**config.mk**
```make
export PLATFORM = sky130hd
export DESIGN_NAME = neuron_accumulator_flat
export DESIGN_NICKNAME = d
export VERILOG_FILES = /design/src/rtl/nn_pkg.sv /design/src/rtl/neuron_accumulator_if.sv /design/src/rtl/sat_add.sv /design/src/rtl/neuron_accumulator.sv /design/src/flat_wrapper.sv
export SDC_FILE = /design/constraint.sdc
export NUM_CORES = 1
export LEC_CHECK = 0
export ABC_AREA = 0
export CORE_MARGIN = 3
export CORE_UTILIZATION = 40
export CTS_CLUSTER_SIZE = 25
export DETAILED_ROUTE_END_ITERATION = 10
export HOLD_SLACK_MARGIN = 0.02
export SLEW_MARGIN = 15
export SYNTH_ARGS = -nofsm -noshare
export SYNTH_HDL_FRONTEND = slang
export SYNTH_SLANG_ARGS = --single-unit
```
**constraint.sdc**
```tcl
create_clock -name clk -period 6.7 [get_ports clk]
set_input_delay 1.34 -clock clk [delete_from_list [all_inputs] [get_ports clk]]
set_output_delay 1.34 -clock clk [all_outputs]
set_load 0.005 [all_outputs]
```
**src/rtl/nn_pkg.sv**
```systemverilog
// nn_pkg: shared widths, saturation limits, FSM encoding and ReLU helper
package nn_pkg;
  localparam int DATA_W = 32;
  localparam logic [DATA_W-1:0] SAT_MAX = 32'h7FFF_FFFF;
  localparam logic [DATA_W-1:0] SAT_MIN = 32'h8000_0000;
  typedef enum logic [1:0] {IDLE, ACCUM, BIAS, OUT} state_t;
  function automatic logic [DATA_W-1:0] relu(input logic [DATA_W-1:0] x, input bit en);
    return (en && x[DATA_W-1]) ? '0 : x;
  endfunction
endpackage

```
**src/rtl/neuron_accumulator_if.sv**
```systemverilog
// neuron_accumulator_if: start/bias, product stream and result handshake bundle
interface neuron_accumulator_if;
  import nn_pkg::*;
  logic              start;
  logic [DATA_W-1:0] bias;
  logic              prod_valid;
  logic              prod_ready;
  logic [DATA_W-1:0] prod;
  logic              out_valid;
  logic              out_ready;
  logic [DATA_W-1:0] out_data;
  logic              busy;
  logic              sat_flag;
  modport master (
    output start, bias, prod_valid, prod, out_ready,
    input  prod_ready, out_valid, out_data, busy, sat_flag
  );
  modport slave (
    input  start, bias, prod_valid, prod, out_ready,
    output prod_ready, out_valid, out_data, busy, sat_flag
  );
endinterface

```
**src/rtl/sat_add.sv**
```systemverilog
// sat_add: signed 32-bit adder clamping to SAT_MAX/SAT_MIN with overflow flag
module sat_add
  import nn_pkg::*;
(
  input  logic [DATA_W-1:0] a,
  input  logic [DATA_W-1:0] b,
  output logic [DATA_W-1:0] sum,
  output logic              sat
);
  logic [DATA_W:0] s;
  assign s   = {a[DATA_W-1], a} + {b[DATA_W-1], b};
  // overflow iff the sign-extension bit disagrees with the 32-bit sign
  assign sat = s[DATA_W] ^ s[DATA_W-1];
  assign sum = !sat ? s[DATA_W-1:0] : s[DATA_W] ? SAT_MIN : SAT_MAX;
endmodule

```
**src/rtl/neuron_accumulator.sv**
```systemverilog
// neuron_accumulator: saturating sum of N_INPUTS products plus bias, optional ReLU
module neuron_accumulator
  import nn_pkg::*;
#(
  parameter int N_INPUTS = 784,
  parameter bit RELU_EN  = 1
) (
  input logic clk,
  input logic rst_n,
  neuron_accumulator_if.slave io
);
  localparam logic [15:0] LAST = 16'(N_INPUTS - 1);
  state_t            state_q;
  logic [DATA_W-1:0] acc_q, bias_q, out_q, add_b, add_sum;
  logic [15:0]       cnt_q;
  logic              sat_q, add_sat;
  // one adder serves both the product stream and the final bias step
  assign add_b = (state_q == BIAS) ? bias_q : io.prod;
  sat_add u_add (.a(acc_q), .b(add_b), .sum(add_sum), .sat(add_sat));
  always_ff @(posedge clk or negedge rst_n) begin
    if (!rst_n) begin
      state_q <= IDLE;
      acc_q   <= '0;
      bias_q  <= '0;
      out_q   <= '0;
      cnt_q   <= '0;
      sat_q   <= 1'b0;
    end else begin
      case (state_q)
        IDLE: if (io.start) begin
          acc_q   <= '0;
          cnt_q   <= '0;
          sat_q   <= 1'b0;
          bias_q  <= io.bias;
          state_q <= ACCUM;
        end
        ACCUM: if (io.prod_valid) begin
          acc_q   <= add_sum;
          cnt_q   <= cnt_q + 16'd1;
          sat_q   <= sat_q | add_sat;
          if (cnt_q == LAST) state_q <= BIAS;
        end
        BIAS: begin
          acc_q   <= add_sum;
          sat_q   <= sat_q | add_sat;
          out_q   <= relu(add_sum, RELU_EN);
          state_q <= OUT;
        end
        OUT: if (io.out_ready) state_q <= IDLE;
        default: state_q <= IDLE;
      endcase
    end
  end
  assign io.prod_ready = state_q == ACCUM;
  assign io.out_valid  = state_q == OUT;
  assign io.busy       = state_q != IDLE;
  assign io.out_data   = out_q;
  assign io.sat_flag   = sat_q;
endmodule

```
**src/flat_wrapper.sv**
```systemverilog
// flat-port wrapper written by rule: the top's interface ports become plain ports
module neuron_accumulator_flat import nn_pkg::*;
#(
  parameter int N_INPUTS = 784,
  parameter bit RELU_EN  = 1
)
  (clk, rst_n, io_start, io_bias, io_prod_valid, io_prod, io_out_ready, io_prod_ready, io_out_valid, io_out_data, io_busy, io_sat_flag);
  neuron_accumulator_if io_i ();
  input logic clk;
  input logic rst_n;
  input wire logic [$bits(io_i.start)-1:0] io_start;
  input wire logic [$bits(io_i.bias)-1:0] io_bias;
  input wire logic [$bits(io_i.prod_valid)-1:0] io_prod_valid;
  input wire logic [$bits(io_i.prod)-1:0] io_prod;
  input wire logic [$bits(io_i.out_ready)-1:0] io_out_ready;
  output wire logic [$bits(io_i.prod_ready)-1:0] io_prod_ready;
  output wire logic [$bits(io_i.out_valid)-1:0] io_out_valid;
  output wire logic [$bits(io_i.out_data)-1:0] io_out_data;
  output wire logic [$bits(io_i.busy)-1:0] io_busy;
  output wire logic [$bits(io_i.sat_flag)-1:0] io_sat_flag;
  assign io_i.start = io_start;
  assign io_i.bias = io_bias;
  assign io_i.prod_valid = io_prod_valid;
  assign io_i.prod = io_prod;
  assign io_i.out_ready = io_out_ready;
  assign io_prod_ready = io_i.prod_ready;
  assign io_out_valid = io_i.out_valid;
  assign io_out_data = io_i.out_data;
  assign io_busy = io_i.busy;
  assign io_sat_flag = io_i.sat_flag;
  neuron_accumulator #(.N_INPUTS(N_INPUTS), .RELU_EN(RELU_EN)) u_core (.clk(clk), .rst_n(rst_n), .io(io_i));
endmodule
```
==> metrics.md <==
| Metric | Value |
|---|---|
| Number of clock sinks | `roughly 110` |
| Maximum count of clock buffers along a single path | `2` |
| Yosys top cell area share | `40.8%` |
| Switching Share | `approximately 45%` |
| Cts bufs inserted | `17` |
| Run status | `complete, no violations` |
| Comb pwr share | `between 60% and 70%` |
| Final core utilization | `52.1%` |
| Clock tree from TritonCTS | `done` |
| Width of the chip | `138 um` |
| Startpoint class of the critical path | `flop` |
| Count of routing violations after the opening detailed-route iteration | `310` |
| Netlist Area Pre-Place | `6990 um2` |
| Fraction of final layout cells with drive strength greater than 1 | `14.1%` |
| DRT Wirelength | `approximately 19,000 um` |
| I/O pins | `around 110` |
| Slack of the worst reg-to-reg path | `around 1.5 ns` |
| Fmax | `a little under 0.2 GHz` |
| Largest area contributor in the synthesized netlist | `sky130_fd_sc_hd__dfrtp_1` |
| Die area | `~19,000 um2` |
| Fin. max-slew vios | `0` |
| Sequential cell area fraction in the yosys report | `~40%` |
| Routability congestion estimate | `approximately 0.88` |
| Starting density of the core | `between 40% and 50%` |
| Total inserted antenna cells | `0` |
| Final Total Pwr | `between 5 and 6 mW` |
| Synthesized net count | `854` |
| Largest driver fanout on the critical path | `a little under 60` |
| Leakage power | `around 3.8 nW` |
| Worst Tran Pin Value | `about 1 ns` |
| Total number of vias | `approximately 6,000` |
| Pin count of the biggest net entering global routing | `59` |
| Unrepaired setup endpoints after global routing | `false` |
| NumNets Final | `945` |
| Core footprint | `16,800 um2` |
| Worst-case headroom to the max-slew limit | `between 30% and 40%` |
| Router iterations before antenna repair | `5` |
| Number of unique standard cell types used by synthesis | `between 50 and 60` |
| IR drop worst, VDD | `0.000273 V` |
| Total of max-cap violations | `0` |
| Remaining global-route overflow | `0` |
| CP required | `7.02 ns` |
| WHS | `0.482 ns` |
| Summed negative setup slack over all endpoints | `0 ns` |
| Worst hold path class | `reg -> reg` |
| Final setup vio count | `0` |
| Final worst clock skew | `between 0.01 and 0.015 ns` |
| Endpoint of the most critical register-to-register path | `u_core.io.out_data[21]$_DFFE_PN0P_` |
| Clock insertion delay at the later pin of the skew report | `0.42 ns` |
| Vias in the first global route | `about 6,200` |
| Die extent in y | `around 140 um` |
| Number of antenna violations at the first check in global routing | `0` |
| Internal Power | `2.84 mW` |
| Number of core rows | `47` |
| Asr flop ratio synth | `100%` |
| Worst hold endpoint | `u_core.io.out_data[1]$_DFFE_PN0P_` |
| Clk slew on worst S/H paths | `0.05 ns` |
| Post-DP HPWL | `roughly 13,000 um` |
| Number of fill cells | `roughly 1,600` |
| Top cells by instance count after synthesis | `114 x sky130_fd_sc_hd__dfrtp_1, 110 x sky130_fd_sc_hd__a21oi_1, 76 x sky130_fd_sc_hd__nand2_1` |
| Number of nets with antenna violations after routing | `0` |
| Warnings from Yosys | `0` |
| Relative contribution of the clock network to total power | `between 10% and 20%` |
| Switching component of the power | `between 2 and 2.5 mW` |
| Most repeated cell in the gate-level netlist after synthesis | `sky130_fd_sc_hd__dfrtp_1` |
| Count of port buffers added during placement | `roughly 100` |
| Cells taking the most area after synthesis | `sky130_fd_sc_hd__dfrtp_1 41%, sky130_fd_sc_hd__mux2_2 10%, sky130_fd_sc_hd__a21oi_1 7.9%` |
| Cell count of the worst reg-to-reg path | `14` |
| Final Critical Period | `slightly above 5 ns` |
| Crit Path Category | `reg -> reg` |
| Crit path capture type | `flop` |
| Post-CTS setup buffer count | `0` |
| Avg WL per Cell | `between 15 and 20 um` |
| Post-synthesis average cell area | `between 9 and 10 um2` |
| Count of unresolved DRC violations after routing | `0` |
| HP Start | `u_core.io.out_data[1]$_DFFE_PN0P_` |
| Number of vias per cell after detailed routing | `5.61` |
| Number of buffers inserted by hold repair at cts | `0` |
| GRT Resource Usage Total | `about 20%` |
| Post-Synthesis Cells | `747` |
| CTS-repair resized insts | `0` |
| Number of instances on the worst hold path | `1` |
| Number of synthesized register bits | `114` |
| Power per unit of standard cell area | `a little under 600 nW/um2` |
| Launching point of the worst reg2reg path | `u_core.state_q[0]$_DFFE_PN0P_` |
| Critical Path AT | `5.52 ns` |
| Leading register cell type out of synthesis | `sky130_fd_sc_hd__dfrtp_1` |
| Period utilization | `about 78%` |
| CTS HTree Levels | `4` |
| Root Buffer | `sky130_fd_sc_hd__clkbuf_16` |
| Layout overhead on the synthesized area | `25.5%` |
| Total count of hold-check failures in the final report | `0` |
| Share of power burned in registers | `a little under a quarter` |
| EDFF count, synth | `0` |
| Instance count after placement with tap cells included | `roughly 1,000` |
| Start point of the critical path | `u_core.state_q[0]$_DFFE_PN0P_` |
| Wire length of the first global-routing pass | `around 31,000 um` |
| Number of cells in the finished layout apart from fillers | `1,071` |
-- placed cells by master (no fill, tap or decap), types with 11 or more instances in the layout --
cell                              instances
sky130_fd_sc_hd__ha_1                    36
sky130_fd_sc_hd__nand4_1                 15
sky130_fd_sc_hd__clkdlybuf4s50_1        102
sky130_fd_sc_hd__mux2_2                  64
sky130_fd_sc_hd__nor2_1                  62
sky130_fd_sc_hd__a211oi_1                12
sky130_fd_sc_hd__inv_1                   23
sky130_fd_sc_hd__dfrtp_1                114
sky130_fd_sc_hd__clkbuf_16               17
sky130_fd_sc_hd__nand2_1                 76
sky130_fd_sc_hd__xnor2_1                 15
sky130_fd_sc_hd__xor2_1                  21
sky130_fd_sc_hd__o22ai_1                 11
sky130_fd_sc_hd__a21oi_1                110
sky130_fd_sc_hd__o21ai_0                 31
-- worst max path at each step --
stage,endpoint,cells after the start,slack (ns)
after floorplan,u_core.io.out_data[19]$_DFFE_PN0P_,17,2.43
after global routing,u_core.io.out_data[21]$_DFFE_PN0P_,14,1.03
after detailed placement,u_core.io.out_data[21]$_DFFE_PN0P_,12,1.14
after CTS,u_core.io.out_data[21]$_DFFE_PN0P_,14,1.50
final,u_core.io.out_data[21]$_DFFE_PN0P_,14,1.50
after global placement,u_core.io.out_data[21]$_DFFE_PN0P_,12,1.36
-- logic make-up (layout without fill, tap and decap cells) --
family,Yosys count,after routing,synth area share (%)
xor gates and xnor gates,36,36,4.51
adders and majority gates,38,38,6.91
DFF,114,114,40.8
other,1,1,0.0537
AOI/OAI and AO/OA,229,229,20.5
buffers and inverters,62,166,3.78
muxes,64,64,10.3
and+or+nand+nor,203,203,13.1
-- state kept, by name (all words and copies together), names as in the netlist --
register            cells
u_core.acc_q           32
u_core.io.out_data     31
u_core.io.sat_flag      1
u_core.cnt_q           16
u_core.state_q          2
u_core.bias_q          32
-- per-stage QoR --
| step | setup slack [ns] | cell area (um2) |
|---|---|---|
| finish | 1.50 | 8770 |
| global route | 1.03 | 8770 |
| detailed placement | 1.14 | 8200 |
| CTS | 1.50 | 8770 |
| global placement | 1.36 | 8200 |
| floorplan | 2.43 | 6990 |
-- power by group through the flow --
stage | clock [mW] | combinational [mW] | sequential, mW
6_report | 0.876 | 3.08 | 1.17
5_1_grt | 0.927 | 3.44 | 1.20
4_1_cts | 0.894 | 3.07 | 1.17
3_5_place_dp | 0 | 3.06 | 1.17
3_3_place_gp | 0 | 3.00 | 1.16
2_1_floorplan | 0 | 2.18 | 1.14
-- per-layer routing --
metal / share of wire (%) / GRT usage, % / up-vias
li1: - / - / 2894
met4: 1.8 / 6.76 / 0
met1: 47 / 28.2 / 2897
met5: 0 / 0 / -
met2: 46 / 30.5 / 188
met3: 5.7 / 4.21 / 31
-- final cells by class --
class	count	area (um2)	area share [%]
multi-input combinational	571	3880	44.3
inverter	23	86.3	0.985
tap	220	275	3.14
clock inverter	11	111	1.27
timing repair buffer	111	1100	12.6
sequential	114	2850	32.5
clock buffer	21	460	5.25
-- worst max-delay path, cell delays in order (launching register included) --
cell and delay [ns]:
sky130_fd_sc_hd__dfrtp_1 0.40, sky130_fd_sc_hd__inv_1 0.11, sky130_fd_sc_hd__ha_2 0.39, sky130_fd_sc_hd__buf_12 0.32, sky130_fd_sc_hd__mux2_2 0.39, sky130_fd_sc_hd__ha_1 0.23
sky130_fd_sc_hd__fa_1 0.43, sky130_fd_sc_hd__a211oi_1 0.29, sky130_fd_sc_hd__o211ai_1 0.17, sky130_fd_sc_hd__a41oi_1 0.47, sky130_fd_sc_hd__a221o_1 0.28, sky130_fd_sc_hd__a211o_1 0.14
sky130_fd_sc_hd__o22a_1 0.79, sky130_fd_sc_hd__o21ai_0 0.39, sky130_fd_sc_hd__a211oi_2 0.27
Note: power is estimated with default switching activity, not from simulation.
